### config.mk
export PLATFORM = sky130hd
export DESIGN_NAME = multi_cycle_cpu_flat
export DESIGN_NICKNAME = d
export VERILOG_FILES = /design/src/rtl/multi_cycle_cpu_if.sv /design/src/rtl/multi_cycle_cpu.sv /design/src/flat_wrapper.sv
export SDC_FILE = /design/constraint.sdc
export NUM_CORES = 2
export LEC_CHECK = 0
export CORE_ASPECT_RATIO = 1.2
export CORE_UTILIZATION = 50
export DETAILED_ROUTE_END_ITERATION = 10
export PLACE_DENSITY = 0.66
export SYNTH_ARGS = -nofsm -noshare
export SYNTH_HDL_FRONTEND = slang
export SYNTH_SLANG_ARGS = --single-unit
### constraint.sdc
create_clock -name clk -period 10.9 [get_ports clk]
set_clock_uncertainty 0.1 [all_clocks]
set_input_delay 1.09 -clock clk [delete_from_list [all_inputs] [get_ports clk]]
set_output_delay 1.09 -clock clk [all_outputs]
set_load 0.01 [all_outputs]
### src/rtl/multi_cycle_cpu_if.sv
// Memory bus between the multi-cycle CPU (master) and its memory (slave).
// A transfer completes on any rising edge where mem_req and mem_ready are both high.
interface multi_cycle_cpu_if;
    logic        mem_req;
    logic        mem_we;
    logic [31:0] mem_addr;
    logic [31:0] mem_wdata;
    logic [31:0] mem_rdata;
    logic        mem_ready;

    modport master (
        output mem_req, mem_we, mem_addr, mem_wdata,
        input  mem_rdata, mem_ready
    );

    modport slave (
        input  mem_req, mem_we, mem_addr, mem_wdata,
        output mem_rdata, mem_ready
    );
endinterface

### src/rtl/multi_cycle_cpu.sv
// Multi-cycle MIPS-I subset CPU: FETCH -> DECODE -> EXEC -> (MEM) -> (WB).
// Optional macro MULTI_CYCLE_CPU_TRAP_EN: undefined encodings set a sticky trap
// and halt; without it they execute as a NOP.
module multi_cycle_cpu #(
    parameter logic [31:0] RESET_PC = 32'h0000_0000,
    parameter int          NUM_REGS = 32
) (
    input  logic              clk,
    input  logic              rst,
    multi_cycle_cpu_if.master mem,
    output logic [31:0]       pc_out,
    output logic              retire,
    output logic              trap
);

    localparam int RW = $clog2(NUM_REGS);

    localparam logic [2:0] S_FETCH  = 3'd0;
    localparam logic [2:0] S_DECODE = 3'd1;
    localparam logic [2:0] S_EXEC   = 3'd2;
    localparam logic [2:0] S_MEM    = 3'd3;
    localparam logic [2:0] S_WB     = 3'd4;
    localparam logic [2:0] S_HALT   = 3'd5;

    localparam logic [5:0] OP_RTYPE = 6'h00;
    localparam logic [5:0] OP_J     = 6'h02;
    localparam logic [5:0] OP_BEQ   = 6'h04;
    localparam logic [5:0] OP_ADDI  = 6'h08;
    localparam logic [5:0] OP_LW    = 6'h23;
    localparam logic [5:0] OP_SW    = 6'h2B;

    localparam logic [5:0] FN_SLL = 6'h00;
    localparam logic [5:0] FN_SRL = 6'h02;
    localparam logic [5:0] FN_ADD = 6'h20;
    localparam logic [5:0] FN_SUB = 6'h22;
    localparam logic [5:0] FN_AND = 6'h24;
    localparam logic [5:0] FN_OR  = 6'h25;
    localparam logic [5:0] FN_SLT = 6'h2A;

    logic [2:0]    state;
    logic [31:0]   pc;
    logic [31:0]   ir;
    logic [31:0]   op_a;
    logic [31:0]   op_b;
    logic [31:0]   target;
    logic [31:0]   res;
    logic [31:0]   regs [NUM_REGS];

    // Instruction fields
    logic [5:0]    opcode;
    logic [5:0]    funct;
    logic [4:0]    shamt;
    logic [RW-1:0] rs_idx;
    logic [RW-1:0] rt_idx;
    logic [RW-1:0] rd_idx;
    logic [RW-1:0] wb_idx;
    logic [31:0]   sext;
    logic          funct_ok;
    logic          is_alu_op;
    logic          is_mem_op;
    logic [31:0]   alu;
    logic [31:0]   ea;
    logic [31:0]   next_pc;

    assign opcode = ir[31:26];
    assign funct  = ir[5:0];
    assign shamt  = ir[10:6];
    assign rs_idx = ir[21 +: RW];
    assign rt_idx = ir[16 +: RW];
    assign rd_idx = ir[11 +: RW];
    assign sext   = {{16{ir[15]}}, ir[15:0]};
    assign ea     = op_a + sext;
    assign pc_out = pc;

    // Decode instruction class; an unknown R-type funct is not an ALU op
    always_comb begin
        // NOTE: every combinational output gets a default first so no path can infer a latch.
        funct_ok = 1'b0;
        case (funct)
            FN_SLL, FN_SRL, FN_ADD, FN_SUB, FN_AND, FN_OR, FN_SLT: funct_ok = 1'b1;
            default: funct_ok = 1'b0;
        endcase
        is_alu_op = (opcode == OP_ADDI) || (opcode == OP_RTYPE && funct_ok);
        is_mem_op = (opcode == OP_LW) || (opcode == OP_SW);
        wb_idx    = (opcode == OP_RTYPE) ? rd_idx : rt_idx;
    end

    // ALU: 32-bit wrap-around arithmetic, signed slt, zero-fill shifts of rt
    always_comb begin
        alu = '0;
        if (opcode == OP_ADDI) begin
            alu = op_a + sext;
        end else begin
            case (funct)
                FN_ADD:  alu = op_a + op_b;
                FN_SUB:  alu = op_a - op_b;
                FN_AND:  alu = op_a & op_b;
                FN_OR:   alu = op_a | op_b;
                FN_SLT:  alu = {31'b0, $signed(op_a) < $signed(op_b)};
                FN_SLL:  alu = op_b << shamt;
                FN_SRL:  alu = op_b >> shamt;
                default: alu = '0;
            endcase
        end
    end

    // PC after a control-flow instruction in EXEC (pc already holds PC+4)
    always_comb begin
        next_pc = pc;
        if (opcode == OP_BEQ && op_a == op_b)
            next_pc = target;
        else if (opcode == OP_J)
            next_pc = {pc[31:28], ir[25:0], 2'b00};
    end

    // Retire in WB, in EXEC for beq/j/NOP, and on the store handshake in MEM
    always_comb begin
        retire = (state == S_WB) ||
                 (state == S_EXEC && !is_alu_op && !is_mem_op) ||
                 (state == S_MEM && mem.mem_we && mem.mem_req && mem.mem_ready);
    end

    // Main FSM, registered memory bus outputs and datapath latches
    always_ff @(posedge clk) begin
        // NOTE: sequential state uses non-blocking assignments so every flop samples pre-edge values.
        if (rst) begin
            state         <= S_FETCH;
            pc            <= RESET_PC;
            ir            <= '0;
            op_a          <= '0;
            op_b          <= '0;
            target        <= '0;
            res           <= '0;
            mem.mem_req   <= 1'b0;
            mem.mem_we    <= 1'b0;
            mem.mem_addr  <= '0;
            mem.mem_wdata <= '0;
        end else begin
            case (state)
                S_FETCH: begin
                    if (!mem.mem_req) begin
                        // Only reached straight after reset: raise the first fetch
                        mem.mem_req  <= 1'b1;
                        mem.mem_we   <= 1'b0;
                        mem.mem_addr <= pc;
                    end else if (mem.mem_ready) begin
                        ir          <= mem.mem_rdata;
                        pc          <= pc + 32'd4;
                        mem.mem_req <= 1'b0;
                        state       <= S_DECODE;
                    end
                end
                S_DECODE: begin
                    op_a   <= regs[rs_idx];
                    op_b   <= regs[rt_idx];
                    target <= pc + (sext << 2);
`ifdef MULTI_CYCLE_CPU_TRAP_EN
                    if (!(is_alu_op || is_mem_op || opcode == OP_BEQ || opcode == OP_J))
                        state <= S_HALT;
                    else
                        state <= S_EXEC;
`else
                    state <= S_EXEC;
`endif
                end
                S_EXEC: begin
                    if (is_alu_op) begin
                        res   <= alu;
                        state <= S_WB;
                    end else if (is_mem_op) begin
                        mem.mem_req   <= 1'b1;
                        mem.mem_we    <= (opcode == OP_SW);
                        mem.mem_addr  <= ea & ~32'h3;
                        mem.mem_wdata <= op_b;
                        state         <= S_MEM;
                    end else begin
                        // beq, j and undefined encodings complete here
                        pc           <= next_pc;
                        mem.mem_req  <= 1'b1;
                        mem.mem_we   <= 1'b0;
                        mem.mem_addr <= next_pc;
                        state        <= S_FETCH;
                    end
                end
                S_MEM: begin
                    if (mem.mem_ready) begin
                        if (mem.mem_we) begin
                            mem.mem_req  <= 1'b1;
                            mem.mem_we   <= 1'b0;
                            mem.mem_addr <= pc;
                            state        <= S_FETCH;
                        end else begin
                            res         <= mem.mem_rdata;
                            mem.mem_req <= 1'b0;
                            state       <= S_WB;
                        end
                    end
                end
                S_WB: begin
                    mem.mem_req  <= 1'b1;
                    mem.mem_we   <= 1'b0;
                    mem.mem_addr <= pc;
                    state        <= S_FETCH;
                end
                S_HALT: begin
                    state <= S_HALT;
                end
                default: begin
                    state <= S_FETCH;
                end
            endcase
        end
    end

    // Register file write port; register 0 is never written so it reads as zero
    always_ff @(posedge clk) begin
        // NOTE: the register file must clear on reset, so it is built from flops rather than a RAM macro.
        if (rst) begin
            for (int i = 0; i < NUM_REGS; i++)
                regs[i] <= '0;
        end else if (state == S_WB && wb_idx != '0) begin
            regs[wb_idx] <= res;
        end
    end

`ifdef MULTI_CYCLE_CPU_TRAP_EN
    // Sticky illegal-instruction flag, cleared only by reset
    always_ff @(posedge clk) begin
        if (rst)
            trap <= 1'b0;
        else if (state == S_DECODE &&
                 !(is_alu_op || is_mem_op || opcode == OP_BEQ || opcode == OP_J))
            trap <= 1'b1;
    end
`else
    assign trap = 1'b0;
`endif

endmodule

### src/flat_wrapper.sv
// flat-port wrapper written by rule: the top's interface ports become plain ports
module multi_cycle_cpu_flat 
#(
    parameter logic [31:0] RESET_PC = 32'h0000_0000,
    parameter int          NUM_REGS = 32
)
  (clk, rst, pc_out, retire, trap, mem_mem_req, mem_mem_we, mem_mem_addr, mem_mem_wdata, mem_mem_rdata, mem_mem_ready);
  multi_cycle_cpu_if mem_i ();
  input  logic clk;
  input  logic rst;
  output logic [31:0] pc_out;
  output logic retire;
  output logic trap;
  output wire logic [$bits(mem_i.mem_req)-1:0] mem_mem_req;
  output wire logic [$bits(mem_i.mem_we)-1:0] mem_mem_we;
  output wire logic [$bits(mem_i.mem_addr)-1:0] mem_mem_addr;
  output wire logic [$bits(mem_i.mem_wdata)-1:0] mem_mem_wdata;
  input wire logic [$bits(mem_i.mem_rdata)-1:0] mem_mem_rdata;
  input wire logic [$bits(mem_i.mem_ready)-1:0] mem_mem_ready;
  assign mem_mem_req = mem_i.mem_req;
  assign mem_mem_we = mem_i.mem_we;
  assign mem_mem_addr = mem_i.mem_addr;
  assign mem_mem_wdata = mem_i.mem_wdata;
  assign mem_i.mem_rdata = mem_mem_rdata;
  assign mem_i.mem_ready = mem_mem_ready;
  multi_cycle_cpu #(.RESET_PC(RESET_PC), .NUM_REGS(NUM_REGS)) u_core (.clk(clk), .rst(rst), .mem(mem_i), .pc_out(pc_out), .retire(retire), .trap(trap));
endmodule
Word level (Yosys, flattened, before mapping) --
Memory sizes are Yosys's and may differ from the RTL's. A register that Yosys moved wholly into a read port is not among the register bits. Index checks and enable logic that the tools add are counted.
Storage, ports and cells: register bits 197, bits in writable memories 1024, output and inout bits 100, memories kept 1
Cells by class: add/subtract/negate cells 5, $lt $le $gt $ge 1, equal/unequal tests 26, shift operators 2, mux-type cells 47, bitwise logic cells 3, reduce and logical (&&, ||, !) cells 31
Memories:
- u_core.regs | depth 32, width 32, rd ports 2, clocked after memory_dff 2, wr ports 32, RTL line multi_cycle_cpu.sv:47 | logic [31:0] regs [NUM_REGS];
Operator list (count):
- $mux W32 | 15
- $pmux W32 S7 | 1
- $pmux W32 S2 | 2
- $pmux W32 S4 | 1
- $add A32 B32 Y32 | 3
- $eq A6 B6 Y1 const B | 7
- $add A32 B3 Y32 const B | 1
- $and A32 B32 Y32 | 1
- $eq A32 B32 Y1 | 1
- $lt A32 B32 Y1 | 1
- $or A32 B32 Y32 | 1
- $reduce_or A32 Y1 | 1
- $shl A32 B5 Y32 | 1
- $shr A32 B5 Y32 | 1
- $sub A32 B32 Y32 | 1
- $mux W28 | 1
- $mux W1 | 16
- $mux W3 | 5
- $pmux W3 S5 | 1
- $eq A6 B2 Y1 const B | 2
- $logic_not A6 Y1 | 2
- $ne A2 B2 Y1 const B | 6
- $reduce_and A3 Y1 | 4
- $mux W5 | 2
- other kinds (19) | 38

Logic depth before layout (Yosys ltp) --
depth after elaboration 10, gate-level depth with buffers 16

Least setup slack after synthesis --
No wires, ideal clock.
path kind register to register, start register u_core.op_b[9], read port of u_core.regs, end register u_core.mem.mem_addr[6], data arrival time 3.385 ns, required time 10.672 ns, slack 7.287 ns, cell stages (with the launch flop) 16, path buffers 4, cell sequence dfxtp_1 > clkbuf_1 > inv_1 > ha_1 > buf_6 > or3_4 > or4_1 > or4_1 > buf_6 > clkbuf_1 > o21ai_0 > nor2_1 > a211oi_1 > nor3_1 > a21oi_1 > nor2_1
Between the ends: longest elaborated chain between the ends 6
RTL lines:
- from (decl) | RTL line multi_cycle_cpu.sv:44 | logic [31:0] op_b;
- $eq A32 B32 Y1 | RTL line multi_cycle_cpu.sv:110 | if (opcode == OP_BEQ && op_a == op_b)
- $logic_and A1 B1 Y1 | RTL line multi_cycle_cpu.sv:110
- $mux W32 | RTL line multi_cycle_cpu.sv:110
- $mux W32 | RTL line multi_cycle_cpu.sv:170 | end else if (is_mem_op) begin
- $mux W32 | RTL line multi_cycle_cpu.sv:167 | if (is_alu_op) begin
- $pmux W32 S4 | RTL line multi_cycle_cpu.sv:139 | case (state)
- to (signal assigned) | RTL line multi_cycle_cpu.sv:145 | mem.mem_addr <= pc;
- to (signal assigned) | RTL line multi_cycle_cpu.sv:173 | mem.mem_addr <= ea & ~32'h3;
- to (signal assigned) | RTL line multi_cycle_cpu.sv:181 | mem.mem_addr <= next_pc;
- to (decl) | RTL line multi_cycle_cpu_if.sv:12 | output mem_req, mem_we, mem_addr, mem_wdata,
No other way between the ends. The select of a mux whose other input is x is not followed. A chain may end at the register's enable or synchronous reset.

==> metrics <==
outcome finished, violations left; failing checks capacitance limit, slew limit; I/O Buffers 133; All-Layer GR Usage 35.89%; die width 360.4 um; top cells by area, synth edfxtp_1 40%, mux4_2 20%, and2_1 8.1%, dfxtp_1 6.8%, ha_1 2.8%; flops & latches, synth 1285; crit path buf inv count 3; die height 432.0 um; post-synthesis cell type count 88; CTS Root Cell clkbuf_16; num ports 135; Hold WS 0.3507 ns; antenna-violating nets left 0; crit-path max cell delay 0.88 ns; CP Cell Sequence nor2_1 > nor4b_1 > buf_4 > nor2b_1 > buf_4 > nor3_1 > a31oi_1 > nand2b_1 > nand3_1 > nor2_4 > buf_4 > or2_2; post-cts gate resize count 0; Hold Crit Class flop to flop; Switching Fraction 27.55%; critical path's top delay family simple AND/OR/NAND/NOR gates; DR iter-0 viols 7300; Layout area overhead 9.955%; met3 usage 6.640%; leakage 0.02917 uW; initial antenna violation count 11; Starting Density 50.42%; Slew @ Worst Pin 1.515 ns; Ys Warns 0; Critical Setup Path Class flop to flop; Final Cycle Share 51.26%; TritonCTS buffer count 141; clock net sink count 1285; Finished Cell Area 0.08473 sq mm; Arr. time, crit path 5.89 ns; Reg power frac 45.7%; clock period minus worst slack 5.587 ns; # hold bufs at CTS 0; final max-slew violation count 2; Pint 8927 uW; gpl congestion 1.039; maxcap violations 1; achievable frequency 0.1790 GHz; Clock Latency Late Sink 0.81 ns; drt total wl 280500 um; GR Layer Usage met2 58.85%; total gr overflow 0; vias in the first global route 54180; Req. time, crit path 11.21 ns; Avg Inst Size Synth 12.08 sq um; htree depth 4; maximum VDD drop 0.2008 mV; leading area contributor after synthesis edfxtp_1; Detailed Routing Iterations Pass 1 7; deepest clock path buffer count 3; Slew HR -2.077%; PD cells 145.4 mW/mm^2; Worst-path clk slew 0.06 ns; share of total power in the clock network 39.6%; core area 0.1528 sq mm; unrepaired setup endpoints after global routing false; combinational power share 14.7%; Mapped Area 0.07706 sq mm; Tot Pwr 12320 uW; DR WL/cell 33.75 um; grt peak-use layer met2; DRC Markers 0; layout cells sized above 1 18.53%; Die Area 0.1557 sq mm; CP max FO 32; commonest cells in the netlist 1024 x edfxtp_1, 1003 x and2_1, 679 x mux4_2; vias 56080; setup TNS 0 ns; sequential share of the synthesized area 46.69%; # Post-CTS Setup Buffers 0; CTS tree yes; final setup violation count 0; most used standard cell by instance count after synthesis edfxtp_1; GR Util met1 44.16%; ys async rst share 0%; Synth Flop Type edfxtp_1; crit end category flop; vias per inst 6.747; Post-DP Area 0.08009 sq mm; Non-Filler Instances 8311; Most common cell on crit path buf_4; Layout Nets 6416; share of the synthesized area in the top cell type 39.91%; number of synthesized flops with an enable pin 1024; Fin. Hold Viols 0; cell count after synthesis 6377; dpl hpwl 191900 um; slowest stage cell, crit path or2_2; largest net degree at the start of global routing 161; row count 157; placed insts 8047; global-route wire length before repair 398300 um; switching power 3396 uW; crit path launch type flop
-- cell usage in the layout (no fill, tap or decap), types with 30 or more instances in the layout --
cell             netlist  layout
ha_1                 174     174
dfxtp_1              261     235
nand3_1               67      66
nor2_4                 0      33
clkbuf_16              0     148
clkbuf_1             524      30
xnor2_1               35      35
nand2_1              441     438
mux2i_1              153     153
mux4_2               679     679
clkdlybuf4s50_1        0     132
nor3_1                82      80
and2_1              1003    1002
inv_1                125     125
buf_4                  3     132
conb_1                 1      33
or2_2                 48      48
edfxtp_1            1024    1024
a21o_1                59      59
a211oi_1             135     135
a31oi_1               33      33
o211ai_1              67      67
o21ai_0              218     218
nor2_1               355     320
a21oi_1              337     336
-- tightest hold or removal path: cells and delay by family (launching register included) --
family | cells | cell delay, ns
DFF | 1 | 0.30
and+or+nand+nor | 1 | 0.05
AOI/OAI and AO/OA | 1 | 0.05
-- stage by stage --
step           utilization [%]  setup slack [ns]
3_3_place_gp             52.41             5.393
3_5_place_dp             52.41             5.383
4_1_cts                  55.43             5.465
5_1_grt                  55.43             5.171
6_report                 55.44             5.313
2_1_floorplan                -             7.287
-- sequential cells by signal, summed over array words and instances, names as in the netlist --
| signal | flops |
|---|---|
| u_core.ir | 32 |
| u_core.mem.mem_addr | 32 |
| u_core.mem.mem_req | 1 |
| u_core.mem.mem_wdata | 32 |
| u_core.mem.mem_we | 1 |
| u_core.op_a | 32 |
| u_core.op_b | 32 |
| u_core.pc_out | 32 |
| u_core.regs | 1024 |
| u_core.res | 32 |
| u_core.state | 3 |
| u_core.target | 32 |
-- layer usage --
layer,share of wire (%),up-vias
met3,9.2,753
li1,-,23700
met4,7.2,10
met1,35,28360
met2,48,3255
met5,0.027,-
-- path summary, 6_finish.rpt --
check,startpoint,to,slack (ns),cells past startpoint
worst max-delay path,u_core.ir[28]$_SDFFE_PP0P_,u_core.regs[12][31]$_SDFFCE_PN0P_,5.31,12
worst min-delay path,u_core.target[4]$_SDFFE_PP0P_,u_core.target[4]$_SDFFE_PP0P_,0.35,2
worst min register to register,u_core.target[4]$_SDFFE_PP0P_,u_core.target[4]$_SDFFE_PP0P_,0.35,2
worst max register to register,u_core.ir[28]$_SDFFE_PP0P_,u_core.regs[12][31]$_SDFFCE_PN0P_,5.31,12
-- kinds of logic (layout without fill, tap and decap cells) --
logic type	after synthesis	in the layout	synth area share, %
DFF	1285	1285	46.69
and+or+nand+nor	2172	2172	14.97
xor gates and xnor gates	55	55	0.6251
AOI/OAI and AO/OA	1102	1102	9.166
other	1	39	0.004867
buffers and inverters	747	656	3.712
adders and majority gates	178	178	2.929
muxes	837	837	21.91
-- area by class of cell --
type | count | area, sq um
Fill cell | 12670 | 68100
Inverter | 128 | 480.5
Clock inverter | 77 | 763.2
Antenna cell | 6 | 15.01
Clock buffer | 181 | 3857
Tap cell | 1987 | 2486
Timing Repair Buffer | 270 | 2427
Multi-Input combinational cell | 4377 | 38670
Sequential cell | 1285 | 36030
-- power groups by stage --
| stage | logic, uW | clock network (uW) | registers [uW] |
|---|---|---|---|
| 2_1_floorplan | 1120 | 0 | 5620 |
| 3_3_place_gp | 1760 | 0 | 5710 |
| 3_5_place_dp | 1760 | 0 | 5730 |
| 4_1_cts | 1760 | 4920 | 5620 |
| 5_1_grt | 1870 | 5090 | 5640 |
| 6_report | 1820 | 4880 | 5630 |
No activity file was read; power rests on OpenSTA's default activity.
